--- config.mk ---
export PLATFORM = sky130hd
export DESIGN_NAME = alu_mc
export DESIGN_NICKNAME = d
export VERILOG_FILES = /design/src/rtl/alu_mc_pkg.sv /design/src/rtl/alu_mul_iter.sv /design/src/rtl/alu_mc.sv
export SDC_FILE = /design/constraint.sdc
export NUM_CORES = 1
export LEC_CHECK = 0
export CORE_MARGIN = 5
export CORE_UTILIZATION = 40
export DETAILED_ROUTE_END_ITERATION = 7
export GPL_ROUTABILITY_DRIVEN = 0
export GPL_TIMING_DRIVEN = 0
export PLACE_DENSITY = 0.6
export SYNTH_ARGS = -nofsm -noshare
export SYNTH_HDL_FRONTEND = slang
export SYNTH_SLANG_ARGS = --single-unit
export TNS_END_PERCENT = 10
--- constraint.sdc ---
create_clock -name Clk -period 6.2 [get_ports Clk]
set_clock_uncertainty 0.05 [all_clocks]
set_input_delay 0.62 -clock Clk [delete_from_list [all_inputs] [get_ports Clk]]
set_output_delay 0.62 -clock Clk [all_outputs]
set_load 0.02 [all_outputs]
--- src/rtl/alu_mc_pkg.sv ---
// rtl/alu_mc_pkg.sv - opcode mnemonics, FSM states and shared helpers for alu_mc
package definitions;

  typedef enum logic [3:0] {
    ADD  = 4'h0,
    SUB  = 4'h1,
    AND  = 4'h2,
    OR   = 4'h3,
    XOR  = 4'h4,
    LSH  = 4'h5,
    RSH  = 4'h6,
    MOV  = 4'h7,
    RXOR = 4'h8,
    BEQ  = 4'h9,
    BNE  = 4'hA,
    BGE  = 4'hB,
    MUL  = 4'hC,
    ASR  = 4'hD
  } op_mne;

  typedef enum logic [1:0] {IDLE, BUSY, DONE} alu_state_t;

  typedef struct packed {
    logic zero;
    logic negative;
    logic carry;
    logic branch;
  } alu_flags_t;

  function automatic logic is_branch(input logic [3:0] op);
    return (op == BEQ) || (op == BNE) || (op == BGE);
  endfunction

endpackage

--- src/rtl/alu_mul_iter.sv ---
// rtl/alu_mul_iter.sv - radix-2 shift-add multiplier, W steps per product
module alu_mul_iter #(
  parameter int W = 8
) (
  input  logic           Clk,
  input  logic           Reset_n,
  input  logic           start,
  input  logic [W-1:0]   A,
  input  logic [W-1:0]   B,
  output logic           busy,
  output logic           done,
  output logic [2*W-1:0] prod
);

  localparam int CW = $clog2(W);

  logic [W-1:0]  a_q, hi, lo;
  logic [W-1:0]  a_sel, hi_sel, lo_sel;
  logic [W:0]    sum;
  logic [CW-1:0] rem;
  logic          done_q;

  // The first step runs on the start edge itself, so W-1 steps remain afterwards
  always_comb begin
    a_sel  = start ? A : a_q;
    hi_sel = start ? '0 : hi;
    lo_sel = start ? B : lo;
    sum    = {1'b0, hi_sel} + ({1'b0, a_sel} & {(W+1){lo_sel[0]}});
  end

  always_ff @(posedge Clk or negedge Reset_n) begin
    if (!Reset_n) begin
      a_q    <= '0;
      hi     <= '0;
      lo     <= '0;
      rem    <= '0;
      done_q <= 1'b0;
    end else begin
      done_q <= 1'b0;
      if (start) begin
        a_q      <= A;
        {hi, lo} <= {sum, lo_sel[W-1:1]};
        rem      <= CW'(W - 1);
      end else if (rem != '0) begin
        {hi, lo} <= {sum, lo_sel[W-1:1]};
        rem      <= rem - 1'b1;
        done_q   <= (rem == CW'(1));
      end
    end
  end

  assign busy = (rem != '0);
  assign done = done_q;
  assign prod = {hi, lo};

endmodule

--- src/rtl/alu_mc.sv ---
// rtl/alu_mc.sv - multi-cycle ALU with valid/ready handshake and registered result/flags
module alu_mc
  import definitions::*;
#(
  parameter int W   = 8,
  parameter int Ops = 4
) (
  input  logic           Clk,
  input  logic           Reset_n,
  input  logic           InValid,
  output logic           InReady,
  input  logic [W-1:0]   InputA,
  input  logic [W-1:0]   InputB,
  input  logic [Ops-1:0] OP,
  output logic           OutValid,
  input  logic           OutReady,
  output logic [W-1:0]   Out,
  output logic [W-1:0]   OutHi,
  output logic           Zero,
  output logic           Negative,
  output logic           Carry,
  output logic           BranchFlag
);

  localparam logic [W-1:0] W_VAL = W'(W);

  alu_state_t     state, state_n;
  logic [3:0]     op;
  logic           accept, start_mul, load_alu, load_mul;
  logic           mul_busy, mul_done;
  logic [2*W-1:0] mul_prod;
  logic [W:0]     add_w, sub_w;
  logic           ovf, eq, ge, sh_over;
  logic [W-1:0]   res;
  alu_flags_t     flg;

  assign op = 4'(OP);

  alu_mul_iter #(.W(W)) u_mul (
    .Clk    (Clk),
    .Reset_n(Reset_n),
    .start  (start_mul),
    .A      (InputA),
    .B      (InputB),
    .busy   (mul_busy),
    .done   (mul_done),
    .prod   (mul_prod)
  );

  assign add_w   = {1'b0, InputA} + {1'b0, InputB};
  assign sub_w   = {1'b0, InputA} + {1'b0, ~InputB} + {{W{1'b0}}, 1'b1};
  assign ovf     = (InputA[W-1] != InputB[W-1]) && (sub_w[W-1] != InputA[W-1]);
  assign eq      = (InputA == InputB);
  assign ge      = ~(sub_w[W-1] ^ ovf);
  assign sh_over = (InputB >= W_VAL);

  // Single-cycle datapath; MUL and undefined opcodes fall through to a zero result
  always_comb begin
    res       = '0;
    flg.carry = 1'b0;
    case (op)
      ADD:                begin res = add_w[W-1:0]; flg.carry = add_w[W]; end
      SUB, BEQ, BNE, BGE: begin res = sub_w[W-1:0]; flg.carry = sub_w[W]; end
      AND:  res = InputA & InputB;
      OR:   res = InputA | InputB;
      XOR:  res = InputA ^ InputB;
      MOV:  res = InputB;
      LSH:  res = sh_over ? '0 : (InputA << InputB);
      RSH:  res = sh_over ? '0 : (InputA >> InputB);
      ASR:  res = sh_over ? {W{InputA[W-1]}} : W'($signed(InputA) >>> InputB);
      RXOR: res = {{(W-1){1'b0}}, ^InputA[W-2:0]};
      default: res = '0;
    endcase
    flg.zero     = (res == '0);
    flg.negative = res[W-1];
    flg.branch   = 1'b0;
    if (is_branch(op))
      flg.branch = (op == BEQ) ? eq : (op == BNE) ? ~eq : ge;
  end

  always_comb begin
    state_n = state;
    InReady = 1'b0;
    case (state)
      IDLE:    InReady = 1'b1;
      DONE:    InReady = OutReady;
      default: InReady = 1'b0;
    endcase
    accept = InValid & InReady;
    if (state == BUSY) begin
      if (mul_done && !mul_busy) state_n = DONE;
    end else if (accept) begin
      state_n = (op == MUL) ? BUSY : DONE;
    end else if (state == DONE && OutReady) begin
      state_n = IDLE;
    end
    start_mul = accept && (op == MUL);
    load_alu  = accept && (op != MUL);
    load_mul  = (state == BUSY) && mul_done;
  end

  always_ff @(posedge Clk or negedge Reset_n) begin
    if (!Reset_n) begin
      state      <= IDLE;
      Out        <= '0;
      OutHi      <= '0;
      Zero       <= 1'b0;
      Negative   <= 1'b0;
      Carry      <= 1'b0;
      BranchFlag <= 1'b0;
    end else begin
      state <= state_n;
      if (load_alu) begin
        Out        <= res;
        OutHi      <= '0;
        Zero       <= flg.zero;
        Negative   <= flg.negative;
        Carry      <= flg.carry;
        BranchFlag <= flg.branch;
      end else if (load_mul) begin
        {OutHi, Out} <= mul_prod;
        Zero         <= (mul_prod == '0);
        Negative     <= mul_prod[2*W-1];
        Carry        <= 1'b0;
        BranchFlag   <= 1'b0;
      end
    end
  end

  assign OutValid = (state == DONE);

endmodule
### Word-level counts from Yosys, hierarchy flattened

Cells that the tools add are included.

| cells by class | value |
|---|---|
| $lt $le $gt $ge | 1 |
| reduce and logical (&&, ||, !) cells | 20 |
| add/sub/neg operators | 5 |
| shifts and indexed selects | 3 |
| muxes and demuxes | 36 |
| eq/ne operators | 21 |
| bitwise gates (word level) | 9 |

Operators by type and width:

| cell | count |
|---|---|
| $mux 8 | 14 |
| $pmux 8 s10 | 1 |
| $eq 4x4->1 const B | 6 |
| $add 8x8->9 | 2 |
| $eq 4x3->1 const B | 4 |
| $logic_not 16->1 | 1 |
| $mux 1 | 12 |
| $mux 2 | 5 |
| $add 8x9->9 | 1 |
| $add 9x1->9 const B | 1 |
| $and 8x9->9 | 1 |
| $and 8x8->8 | 1 |
| $eq 4x2->1 const B | 2 |
| $eq 8x8->1 | 1 |
| $ge 8x4->1 const B | 1 |
| $logic_not 8->1 | 1 |
| $not 8->8 | 1 |
| $or 8x8->8 | 1 |
| $shl 8x8->8 | 1 |
| $shr 8x8->8 | 1 |
| $sshr 8x8->8 | 1 |
| $xor 8x8->8 | 1 |
| $reduce_xor 7->1 | 1 |
| $logic_and 1x1->1 | 6 |
| other kinds (21) | 28 |

| word-level totals | value |
|---|---|
| output and inout port bits | 22 |
| word-level logic and storage cells | 107 |
| register bits | 50 |
| input port bits | 24 |

### Depth between registers and ports, before layout

| logic depth | value |
|---|---|
| word-level depth | 11 |
| gate-level depth with buffers | 20 |
| mapped depth without buffers | 19 |

### Modules after synthesis

Synthesis repeated with hierarchy kept, for this count alone.

| unflattened totals | value |
|---|---|
| cells, all modules | 559 |
| area, all modules | 4755.8 um2 |

Modules (own cells, without submodules):

| module | seq. area each (um2) | cells each | instances | area each (um2) |
|---|---|---|---|---|
| alu_mc | 550.5 | 394 | 1 | 3083.0 |
| alu_mul_iter | 700.7 | 165 | 1 | 1672.9 |

### Worst setup path before layout

OpenSTA, ideal clock, no wires.

| path | value |
|---|---|
| path type | input-to-reg |
| from | input OP[0] |
| to | register u_mul.hi[6] |
| library setup time | 136 ps |
| path slack | 2518 ps |
| path buffers | 4 |
| required time | 6014 ps |
| stages | 17 |
| arrival time | 3496 ps |
| cell sequence | clkbuf_1 -> buf_1 -> nor2_1 -> nand2_1 -> clkbuf_1 -> clkbuf_1 -> nand2_1 -> inv_1 -> ha_1 -> a21o_1 -> a21oi_1 -> o21ai_0 -> a21oi_1 -> o21bai_1 -> a21oi_1 -> xor2_1 -> o21ai_0 |

| on the way | value |
|---|---|
| longest elaborated chain between the ends | 7 |
| elaborated cells on any way between the ends | 10 |
| classes of those cells | 1 x add/sub; 1 x eq/ne; 5 x mux; 1 x bitwise; 2 x reduce/logical |

Ends and longest elaborated chain:

| element | line | RTL |
|---|---|---|
| start: declaration | alu_mc.sv:14 | `input logic [Ops-1:0] OP,` |
| $eq 4x4->1 (*) | alu_mc.sv:97 | `start_mul = accept && (op == MUL);` |
| $logic_and 1x1->1 (*) | alu_mc.sv:97 |  |
| $mux 8, on equally long branches | - |  |
| $and 8x9->9 | alu_mul_iter.sv:28 | `sum = {1'b0, hi_sel} + ({1'b0, a_sel} & {(W+1){lo_sel[0]}});` |
| $add 8x9->9 | alu_mul_iter.sv:28 |  |
| $mux 8 | alu_mul_iter.sv:44 | `end else if (rem != '0) begin` |
| $mux 8 | alu_mul_iter.sv:40 | `if (start) begin` |
| end signal: assignment | alu_mul_iter.sv:42 | `{hi, lo} <= {sum, lo_sel[W-1:1]};` |
| end signal: assignment | alu_mul_iter.sv:45 | `{hi, lo} <= {sum, lo_sel[W-1:1]};` |
| end: declaration | alu_mul_iter.sv:17 | `logic [W-1:0] a_q, hi, lo;` |

Every way passes the cells marked *; elsewhere a longest branch is shown, timed or not. The select of a mux whose other input is x is not followed.
A chain may end at the register's enable or synchronous reset.

### Worst setup path after layout

Same ends and word-level chain as after synthesis.

==> summary.md <==
| Metric | Value |
|---|---|
| Fin Hold WS | `225 ps` |
| Setup TNS | `0 ps` |
| Critical path's slowest cell | `clkdlybuf4s50_1` |
| Worst-case clock buffer depth | `2` |
| Setup crit end kind | `flop` |
| Net switching power | `253 uW` |
| DR pass1 iterations | `6` |
| CP Launch Type | `primary input` |
| Avg Cell Area, Syn | `8.33 um^2` |
| Syn Nets | `633` |
| Lkg Pwr | `2.45 nW` |
| Input/output buffers | `43` |
| Num rows | `39` |
| Clock sinks | `50` |
| Switching Share | `29.6%` |
| Top FF cell, synth | `dfrtp_1` |
| Final hold viol count | `0` |
| PwrDens | `154 nW/um^2` |
| Seq. cell area | `1250 um^2` |
| Die Ht | `119 um` |
| Cells after Synth | `570` |
| Vias in the first global route | `4334` |
| GR Layer Usage met3 | `3.84%` |
| Number of synthesized register bits | `50` |
| Die area | `14200 um^2` |
| DPL Wire Length | `11400 um` |
| Status | `complete, no violations` |
| Post-synth EDFFs | `0` |
| CTS resizes | `0` |
| RSZ-0062 raised after global routing | `no` |
| Synth warn | `0` |
| Multi-input gate area | `3140 um^2` |
| Slew Viols, Final | `0` |
| Comb power frac | `24.6%` |
| Fin util | `48.2%` |
| Max Clk Rate | `205 MHz` |
| Initial detailed-routing violation count | `375` |
| Synth async-reset ratio | `100%` |
| Met1 usage | `28.7%` |
| Final period util | `78.8%` |
| Largest stage delay, worst path | `510 ps` |
| Finish-stage setup viols | `0` |
| Overall routing resource usage | `20.2%` |
| First-pass GRT wire length | `23400 um` |
| Synthesized area | `4750 um^2` |
| Initial antenna violation count | `0` |
| Crit-path max FO | `10` |
| HP Class | `primary input to async pin` |
| Initial core utilization | `41.2%` |
| Hold Buf Count CTS | `0` |
| Clk pwr share | `37.3%` |
| Synthesis-to-layout area growth | `16.8%` |
| Largest net degree at the start of global routing | `33` |
| WL/cell | `18.8 um` |
| Core area | `11500 um^2` |
| Later-pin clock latency in the skew report | `290 ps` |
| Slew HR | `26.6%` |
| Number of max-cap violations | `0` |
| Pint | `602 uW` |
| Routed wire length | `14400 um` |
| TritonCTS clock tree | `built` |
| Met2 Resource Use GR | `32.1%` |
| Busiest layer in global routing | `met2` |
| # diodes | `0` |
| H-tree levels | `2` |
| Worst-path clk slew | `70 ps` |
| Final-layout fill cell count | `1150` |
| Synth top area cells | `dfrtp_1, ha_1, nand2_1` |
| Min Tclk post-route | `4890 ps` |
| Routed via count | `4578` |
| Total CTS buffers | `5` |
| CTS root buf | `clkbuf_16` |
| Synth unique cells | `79` |
| CP cell instances | `clkdlybuf4s50_1, clkbuf_1, buf_1, nor2_1, nand2_1, clkbuf_1, clkbuf_1, nand2_1, inv_1, ha_1, a21o_1, a21oi_1, o21ai_0, a21oi_1, o21bai_1, a21oi_1, xor2_1, o21ai_0` |
| Worst slew pin tran | `1100 ps` |
| Global route total overflow | `0` |
| Share of cells above drive strength 1 | `7.88%` |
| Peak VDD IR | `0.000112 V` |
| Synth top area share | `26.3%` |
| Ports | `46` |
| Postcts setup bufs | `0` |
| Detail Route Antenna Nets | `0` |
| Worst Path Required | `6310 ps` |
| Chip width | `119 um` |
| Setup CP Type | `primary input to flop` |
| Register area share after synthesis | `26.3%` |
| Drc violations | `0` |
| Flop pwr share | `38.1%` |
| Cell taking the most area after synthesis | `dfrtp_1` |
| CP Data Arrival Time | `4990 ps` |
| Nets | `684` |
| Via density | `5.98` |
-- layout make-up --
type	instances	share of cell area, %
plain buffers	35	4.17
inverters	34	2.30
flip-flops and latches	50	22.6
well taps	143	3.23
multi-input cells	451	56.6
repair buffers	44	8.03
clock buffers	5	2.26
clock inverters	3	0.880
-- layout by cell type (no fill, tap or decap), types with 5 or more instances in the layout --
master	synthesis	layout
a21oi_1	47	47
clkbuf_16	0	5
nor4_1	6	6
and2_1	9	9
clkbuf_1	20	20
a21o_1	5	5
nand3_1	7	7
inv_1	31	31
a211oi_1	8	8
nand2_1	78	78
dfrtp_1	50	50
a22oi_1	7	7
o32ai_1	5	5
nor2_1	37	37
nor2b_1	17	17
clkdlybuf4s50_1	0	42
a31oi_1	10	10
nor3_1	7	7
ha_1	35	35
xnor2_1	13	13
mux2i_1	21	21
o21ai_0	38	38
-- power by group through the flow --
stage	combinational (mW)	sequential, mW	clock, mW
2_1_floorplan	0.130	0.332	0
3_3_place_gp	0.201	0.332	0
3_5_place_dp	0.204	0.332	0
4_1_cts	0.205	0.326	0.326
5_1_grt	0.227	0.326	0.335
6_report	0.210	0.326	0.319
-- through the flow --
| step | cells | power, mW | setup WS, ps | instance area, um^2 |
|---|---|---|---|---|
| finish | 765 | 0.855 | 1310 | 5550 |
| CTS | 765 | 0.857 | 1370 | 5550 |
| global placement | 756 | 0.533 | 1160 | 5360 |
| floorplan | 570 | 0.463 | 2520 | 4750 |
| detailed placement | 757 | 0.537 | 1140 | 5370 |
| global route | 765 | 0.887 | 920 | 5550 |
-- worst max-delay path: cells and delay by family --
kind | cells | cell delay, ps
AO/OA/AOI/OAI | 7 | 1130
XOR/XNOR | 1 | 190
adder cells (fa/ha/maj) | 1 | 230
buffers and inverters | 6 | 2090
AND/OR/NAND/NOR | 3 | 710
-- layer usage --
layer / vias up / wire [um]
met5: - / 0
met4: 0 / 225
met3: 29 / 1150
met2: 219 / 6500
met1: 2184 / 6530
li1: 2146 / -
-- sequential cells by signal, summed over array words and instances (netlist names) --
register,count
Out,8
BranchFlag,1
u_mul.hi,8
Carry,1
state,2
u_mul.a_q,8
Negative,1
u_mul.done,1
Zero,1
u_mul.rem,3
OutHi,8
u_mul.lo,8
-- kinds of logic after synthesis --
kind of cell	after synthesis	share of synthesized area [%]
AO/OA/AOI/OAI	169	23.5
XOR/XNOR	17	3.13
adder cells (fa/ha/maj)	39	10.9
buffers and inverters	69	7.56
flip-flops	50	26.3
multiplexers	30	7.82
AND/OR/NAND/NOR	196	20.7
-- path summary, 6_finish.rpt --
kind                         startpoint           end  slack [ps]  cells after the start
min in group Clk           u_mul.a_q[1]  u_mul.a_q[1]         420                      2
min reg2reg                u_mul.a_q[1]  u_mul.a_q[1]         420                      2
max in group asynchronous       Reset_n   u_mul.lo[2]        5330                      2
max                               OP[0]   u_mul.hi[6]        1310                     18
min                             Reset_n    BranchFlag         220                      1
max reg2reg                    state[0]   u_mul.hi[6]        2210                     18
-- synth_stat cells, drive strengths merged (8+ instances only) --
| cell type | instances |
|---|---|
| nand2 | 79 |
| dfrtp | 50 |
| a21oi | 47 |
| nor2 | 39 |
| o21ai | 38 |
| ha | 35 |
| inv | 31 |
| clkbuf | 23 |
| mux2i | 21 |
| nor2b | 17 |
| xnor2 | 13 |
| buf | 11 |
| a31oi | 10 |
| and2 | 9 |
| a211oi | 8 |
No activity file was read; power rests on OpenSTA's default activity.
